[config.mk]
export PLATFORM = sky130hd
export DESIGN_NAME = ibr128_regfile
export DESIGN_NICKNAME = d
export VERILOG_FILES = /design/src/rtl/ibr128_regfile.sv
export SDC_FILE = /design/constraint.sdc
export NUM_CORES = 1
export LEC_CHECK = 0
export ABC_AREA = 1
export CAP_MARGIN = 20
export CORE_ASPECT_RATIO = 2
export CORE_MARGIN = 2
export CORE_UTILIZATION = 43
export CTS_CLUSTER_DIAMETER = 80
export CTS_CLUSTER_SIZE = 24
export DETAILED_ROUTE_END_ITERATION = 12
export PLACE_DENSITY = 0.76
export SLEW_MARGIN = 25
export SYNTH_ARGS = -nofsm -noshare
export SYNTH_HDL_FRONTEND = slang
export SYNTH_SLANG_ARGS = --single-unit
[constraint.sdc]
create_clock -name ibr_clk -period 3.9 [get_ports ibr_clk]
set_clock_uncertainty 0.15 [all_clocks]
set_input_delay 0.585 -clock ibr_clk [delete_from_list [all_inputs] [get_ports ibr_clk]]
set_output_delay 0.585 -clock ibr_clk [all_outputs]
set_load 0.005 [all_outputs]
[src/rtl/ibr128_regfile.sv]
// ibr128_regfile: register-mapped front end for the IBR128 block cipher core.
// Holds KEY/DIN/CTRL/STATUS/DOUT, runs the start/done handshake with the core
// and returns read data with a fixed one-cycle latency.
// Optional feature: define IBR128_REGFILE_IRQ_EN to add the irq output and
// CTRL.IRQ_EN (bit2); without it CTRL bit2 reads 0 and ignores writes.

module ibr128_regfile #(
  parameter int unsigned TIMEOUT_CYCLES = 1024
) (
  input  logic         ibr_clk,
  input  logic         ibr_reset_n,
  input  logic         ibr_cs,
  input  logic         ibr_write,
  input  logic         ibr_read,
  input  logic [4:0]   ibr_addr,
  input  logic [31:0]  ibr_writedata,
  output logic [31:0]  ibr_readdata,
  output logic         core_start,
  output logic         core_mode,
  output logic [127:0] core_key,
  output logic [127:0] core_din,
`ifdef IBR128_REGFILE_IRQ_EN
  output logic         irq,
`endif
  input  logic [127:0] core_dout,
  input  logic         core_done
);

  // Counter width follows from TIMEOUT_CYCLES.
  localparam int unsigned CNT_W = $clog2(TIMEOUT_CYCLES + 1);
  localparam logic [CNT_W-1:0] CNT_LAST = CNT_W'(TIMEOUT_CYCLES - 1);

  localparam logic [4:0] ADDR_CTRL   = 5'h08;
  localparam logic [4:0] ADDR_STATUS = 5'h09;

  typedef enum logic [1:0] {
    IDLE,
    LOAD,
    RUN,
    CAPTURE
  } state_e;

  state_e           state_q, state_d;
  logic [CNT_W-1:0] cnt_q, cnt_d;
  logic             start_q, start_d;

  logic [31:0] key_q  [4];
  logic [31:0] key_d  [4];
  logic [31:0] din_q  [4];
  logic [31:0] din_d  [4];
  logic [31:0] dout_q [4];
  logic [31:0] dout_d [4];

  logic        mode_q, mode_d;
  logic        done_q, done_d;
  logic        err_q, err_d;
  logic        to_q, to_d;
  logic [31:0] rdata_q, rdata_d;

`ifdef IBR128_REGFILE_IRQ_EN
  logic        irq_en_q, irq_en_d;
  logic        irq_q;
`endif

  logic        busy;
  logic        wr_en, rd_en;
  logic        wr_key, wr_din, wr_ctrl, wr_status;
  logic        start_req;
  logic        capture;
  logic        expire;
  logic        bus_err;
  logic [2:0]  w1c;
  logic [31:0] ctrl_rd;
  logic [31:0] status_rd;
  logic [31:0] rd_mux;

  assign busy      = (state_q != IDLE);
  assign wr_en     = ibr_cs & ibr_write;
  assign rd_en     = ibr_cs & ibr_read;
  assign wr_key    = wr_en && (ibr_addr[4:2] == 3'b000);
  assign wr_din    = wr_en && (ibr_addr[4:2] == 3'b001);
  assign wr_ctrl   = wr_en && (ibr_addr == ADDR_CTRL);
  assign wr_status = wr_en && (ibr_addr == ADDR_STATUS);
  assign start_req = wr_ctrl && !busy && ibr_writedata[0];
  assign bus_err   = busy && (wr_key || wr_din || wr_ctrl);
  assign w1c       = wr_status ? ibr_writedata[3:1] : '0;

  assign core_key     = {key_q[3], key_q[2], key_q[1], key_q[0]};
  assign core_din     = {din_q[3], din_q[2], din_q[1], din_q[0]};
  assign core_mode    = mode_q;
  assign core_start   = start_q;
  assign ibr_readdata = rdata_q;

`ifdef IBR128_REGFILE_IRQ_EN
  assign irq     = irq_q;
  assign ctrl_rd = {29'b0, irq_en_q, mode_q, 1'b0};
`else
  assign ctrl_rd = {30'b0, mode_q, 1'b0};
`endif
  assign status_rd = {28'b0, to_q, err_q, done_q, busy};

  // Read mux over pre-write register values; unmapped addresses read zero.
  always_comb begin
    rd_mux = '0;
    unique case (ibr_addr)
      5'h00, 5'h01, 5'h02, 5'h03: rd_mux = key_q[ibr_addr[1:0]];
      5'h04, 5'h05, 5'h06, 5'h07: rd_mux = din_q[ibr_addr[1:0]];
      ADDR_CTRL:                  rd_mux = ctrl_rd;
      ADDR_STATUS:                rd_mux = status_rd;
      5'h0C, 5'h0D, 5'h0E, 5'h0F: rd_mux = dout_q[ibr_addr[1:0]];
      default:                    rd_mux = '0;
    endcase
  end

  // Operation sequencer: next state, start pulse, timeout counting.
  always_comb begin
    state_d = state_q;
    cnt_d   = cnt_q;
    start_d = 1'b0;
    capture = 1'b0;
    expire  = 1'b0;
    unique case (state_q)
      IDLE: begin
        if (start_req) state_d = LOAD;
      end
      LOAD: begin
        start_d = 1'b1;
        cnt_d   = '0;
        state_d = RUN;
      end
      RUN: begin
        // core_done is tested first so it wins over a coincident expiry.
        if (core_done) begin
          state_d = CAPTURE;
        end else if (cnt_q == CNT_LAST) begin
          expire  = 1'b1;
          state_d = IDLE;
        end else begin
          cnt_d = cnt_q + CNT_W'(1);
        end
      end
      CAPTURE: begin
        capture = 1'b1;
        state_d = IDLE;
      end
      default: state_d = IDLE;
    endcase
  end

  // Register file next-state: writes locked while busy, sticky flags with set-wins W1C.
  always_comb begin
    key_d   = key_q;
    din_d   = din_q;
    dout_d  = dout_q;
    mode_d  = mode_q;
    rdata_d = rdata_q;
`ifdef IBR128_REGFILE_IRQ_EN
    irq_en_d = irq_en_q;
`endif
    if (!busy) begin
      if (wr_key) key_d[ibr_addr[1:0]] = ibr_writedata;
      if (wr_din) din_d[ibr_addr[1:0]] = ibr_writedata;
      if (wr_ctrl) begin
        mode_d = ibr_writedata[1];
`ifdef IBR128_REGFILE_IRQ_EN
        irq_en_d = ibr_writedata[2];
`endif
      end
    end
    if (capture) begin
      for (int unsigned i = 0; i < 4; i++) begin
        dout_d[i] = core_dout[32*i +: 32];
      end
    end
    done_d = (done_q & ~w1c[0]) | capture;
    err_d  = (err_q & ~w1c[1]) | bus_err | expire;
    to_d   = (to_q & ~w1c[2]) | expire;
    if (rd_en) rdata_d = rd_mux;
  end

  // Sequencer state register.
  always_ff @(posedge ibr_clk) begin
    if (!ibr_reset_n) begin
      state_q <= IDLE;
      cnt_q   <= '0;
      start_q <= 1'b0;
    end else begin
      state_q <= state_d;
      cnt_q   <= cnt_d;
      start_q <= start_d;
    end
  end

  // Register file and read-data register.
  always_ff @(posedge ibr_clk) begin
    if (!ibr_reset_n) begin
      key_q   <= '{default: '0};
      din_q   <= '{default: '0};
      dout_q  <= '{default: '0};
      mode_q  <= 1'b0;
      done_q  <= 1'b0;
      err_q   <= 1'b0;
      to_q    <= 1'b0;
      rdata_q <= '0;
    end else begin
      key_q   <= key_d;
      din_q   <= din_d;
      dout_q  <= dout_d;
      mode_q  <= mode_d;
      done_q  <= done_d;
      err_q   <= err_d;
      to_q    <= to_d;
      rdata_q <= rdata_d;
    end
  end

`ifdef IBR128_REGFILE_IRQ_EN
  // Registered interrupt: enable qualified by any pending DONE/ERR flag.
  always_ff @(posedge ibr_clk) begin
    if (!ibr_reset_n) begin
      irq_en_q <= 1'b0;
      irq_q    <= 1'b0;
    end else begin
      irq_en_q <= irq_en_d;
      irq_q    <= irq_en_q & (done_q | err_q);
    end
  end
`endif

endmodule

==> flow_summary.yaml <==
status:
  status: "finished clean"
cts:
  post_cts_buffers: 0
  hold_buffers: 0
  cts-resized-gates: 0
  insertion_delay_ns: 0.56
  cts.sinks: 434
  cts.path.max_buffers: 3
  cts_root_buf: "clkbuf_16"
  cts-htree-levels: 1
  clk_pin_slew_ns: 0.11
  cts_tree: "yes"
  numCtsBuffers: 22
worst_setup_path:
  critPathLaunchType: "input port"
  worstPathMaxFanout: 46
  crit_type: "input port to register"
  path_cells: "clkdlybuf4s50_1 > inv_4 > nand2_2 > inv_2 > buf_4 > nand2_1 > nand4_1 > nand2_1 > nand2_1 > nor2_1 > nor2_1"
  crit_top_cell: "nand2_1"
  crit_required_ns: 4.25
  critPathMaxStageDelay_ns: 0.65
  end_kind: "register"
  arrival_ns: 3.22
  reg2reg_to: "dout_q[47]"
  crit_family: "buffers and inverters"
  worst-path-stages: 11
  r2r_start: "state_q[1]"
  endpoint: "ibr_readdata[8]"
  startpoint: "ibr_addr[1]"
  critPathBufInv: 4
  slowest_stage: "clkdlybuf4s50_1"
  r2r_slack_ns: 1.45
  worst_r2r_path_depth: 5
floorplanning:
  initial_core_util: 0.435
  die_area_um2: 44800
  coreArea_um2: 42600
  core.rowCount: 107
  fp.dieW_um: 151
  die_y_um: 297
  io_pins: 461
pwr:
  total_power_mw: 7.85
  peakVddDrop_mv: 0.281
  p_leak_nw: 8.27
  power_density_nw_per_um2: 328
sta:
  fin_crit_ns: 2.87
  hold_slack_ns: 0.296
  max_freq_mhz: 348
  drv_slew: 0
  tightest_slew_ns: 1.02
  rsz0062_at_grt: "false"
  final-setup-viol-count: 0
  tns_ns: 0
  finalHoldViolCount: 0
  slew_headroom: 0.321
  fin_crit_sh: 0.736
route:
  dr_total_vias: 19289
  firstDrtPassIters: 6
  finalWirelength_um: 70900
  drc: 0
  drt_iter0_markers: 1537
  viasPerCell: 5.46
  wl_per_cell_um: 20.1
  drtAntennaViolNets: 0
layout:
  fin_nets: 3157
  drive_gt1_frac: 0.0258
  syn_to_final_growth_pct: 29.3
  fin_util: 0.562
grt:
  grt-ovfl-total: 0
  grt_pass1_wl_um: 106000
  grtUsageTotal: 0.305
  antenna_found_initial: 4
  grt_pass1_vias: 18271
  grt_max_degree: 120
yosys:
  netlist_instances: 2657
  yosysWarnings: 0
  ys_ff_latch: 434
  yosysUniqueCellTypes: 28
  synth_fp_nets: 2829
  ys_seq_area_frac: 0.470
  netlist_area_um2: 18500
  avgSynthCellArea_um2: 6.96
placed_design:
  place_hpwl_um: 50100
  place_congestion: 0.905
  portBuffers: 460
flow_run:
  cap_viol_max_count: 0
min_path:
  hp-class: "register to register"
==> cell families (layout without fill, tap and decap cells) <==
logic type | after synthesis | count (layout) | share of synthesized area
compound gates | 800 | 800 | 0.217
flops | 434 | 434 | 0.470
simple gates | 947 | 947 | 0.209
other cells | 0 | 4 | 0
xor+xnor | 2 | 2 | 0.000947
buf+inv | 473 | 801 | 0.103
fa+ha+maj | 1 | 1 | 0.000676
==> layout make-up <==
class / count / area (um^2)
fill: 4027 / 18700
sequential: 434 / 8690
multi-input combinational: 1750 / 7930
timing repair buffer: 488 / 4920
inverter: 289 / 1090
tap: 545 / 682
clock buffer: 23 / 576
clock inverter: 1 / 30.0
antenna: 4 / 10.0
==> worst min-delay path by stage <==
stage | slack (ns) | end | startpoint | cells past startpoint
final | 0.30 | cnt_q[10] | cnt_q[10] | 2
after global routing | 0.33 | core_din[103] | core_din[103] | 2
after CTS | 0.30 | cnt_q[10] | cnt_q[10] | 2
after detailed placement | 0.28 | cnt_q[10] | cnt_q[10] | 2
after global placement | 0.27 | cnt_q[10] | cnt_q[10] | 2
after floorplan | 0.26 | cnt_q[10] | cnt_q[10] | 2
==> worst register-to-register path, delay by kind of cell, from the launching register on <==
| kind | cells | cell delay, ns |
|---|---|---|
| simple gates | 3 | 0.54 |
| flops | 1 | 0.39 |
| buf+inv | 2 | 1.28 |
==> cells in the final DEF (no fill, tap or decap) <==
cell,synthesis,routed
o211ai_1,1,1
buf_12,0,8
ha_1,1,1
clkinv_2,0,2
nor2_1,333,332
inv_2,2,3
inv_1,285,283
clkinv_16,0,1
diode_2,0,4
clkbuf_16,0,23
a21oi_1,283,283
nand3_4,4,4
dfxtp_1,434,434
buf_4,11,20
a211oi_1,1,1
nor2_8,1,1
nand2_4,0,1
nor2_4,4,5
clkdlybuf4s50_1,0,459
o21ai_0,431,431
nand2_1,516,514
nand3_2,4,4
nand3_1,18,18
nand2_2,2,3
buf_8,0,1
xor2_1,2,2
o21ai_1,84,84
nand4_1,64,64
inv_4,1,1
nor3_1,1,1
==> synth_stat cells <==
cell type | count | area share
buf_2 | 46 | 0.012
ha_1 | 1 | 0.00068
dfxtp_1 | 434 | 0.47
buf_4 | 11 | 0.0045
nand3_1 | 18 | 0.0049
clkinv_1 | 1 | 0.00020
a21oi_1 | 283 | 0.077
inv_4 | 1 | 0.00034
o211ai_1 | 1 | 0.00041
o21ai_1 | 84 | 0.023
xor2_1 | 2 | 0.00095
o21ai_0 | 431 | 0.12
clkbuf_1 | 114 | 0.023
buf_6 | 4 | 0.0024
inv_2 | 2 | 0.00041
inv_1 | 285 | 0.058
nor3_1 | 1 | 0.00027
nand2_2 | 2 | 0.00068
nand2_1 | 516 | 0.10
nand4_1 | 64 | 0.022
buf_1 | 8 | 0.0016
nand3_2 | 4 | 0.0022
a211oi_1 | 1 | 0.00041
nor2_8 | 1 | 0.0011
nand3_4 | 4 | 0.0038
nor2_4 | 4 | 0.0024
nor2_1 | 333 | 0.068
clkbuf_2 | 1 | 0.00027
==> power by group <==
group	internal (mW)	leakage (nW)	total [mW]	switching (mW)
clock network	1.07	0.295	2.54	1.47
registers	4.48	3.50	4.52	0.0422
logic	0.325	4.47	0.785	0.460
==> through the flow <==
| step | instance area [um^2] | setup WS, ns | cells |
|---|---|---|---|
| 6_report | 23900 | 1.03 | 3534 |
| 5_1_grt | 23900 | 0.875 | 3534 |
| 4_1_cts | 23900 | 1.13 | 3530 |
| 3_5_place_dp | 23300 | 0.506 | 3506 |
| 3_3_place_gp | 23300 | 0.415 | 3506 |
| 2_1_floorplan | 18500 | 2.01 | 2657 |
==> sequential cells by signal, summed over array words and instances, names as in the netlist <==
name,flops
cnt_q,11
core_din,128
core_key,128
core_mode,1
core_start,1
done_q,1
dout_q,128
err_q,1
ibr_readdata,32
state_q,2
to_q,1
==> metal layers <==
layer  up-vias  share of wire  GRT usage
met5         -              0          0
met4         0          0.077      0.207
met3       238          0.070     0.0324
met2      1001           0.48      0.513
met1      8870           0.37      0.360
li1       9180              -          -
Power figures use the tool's default switching activity.
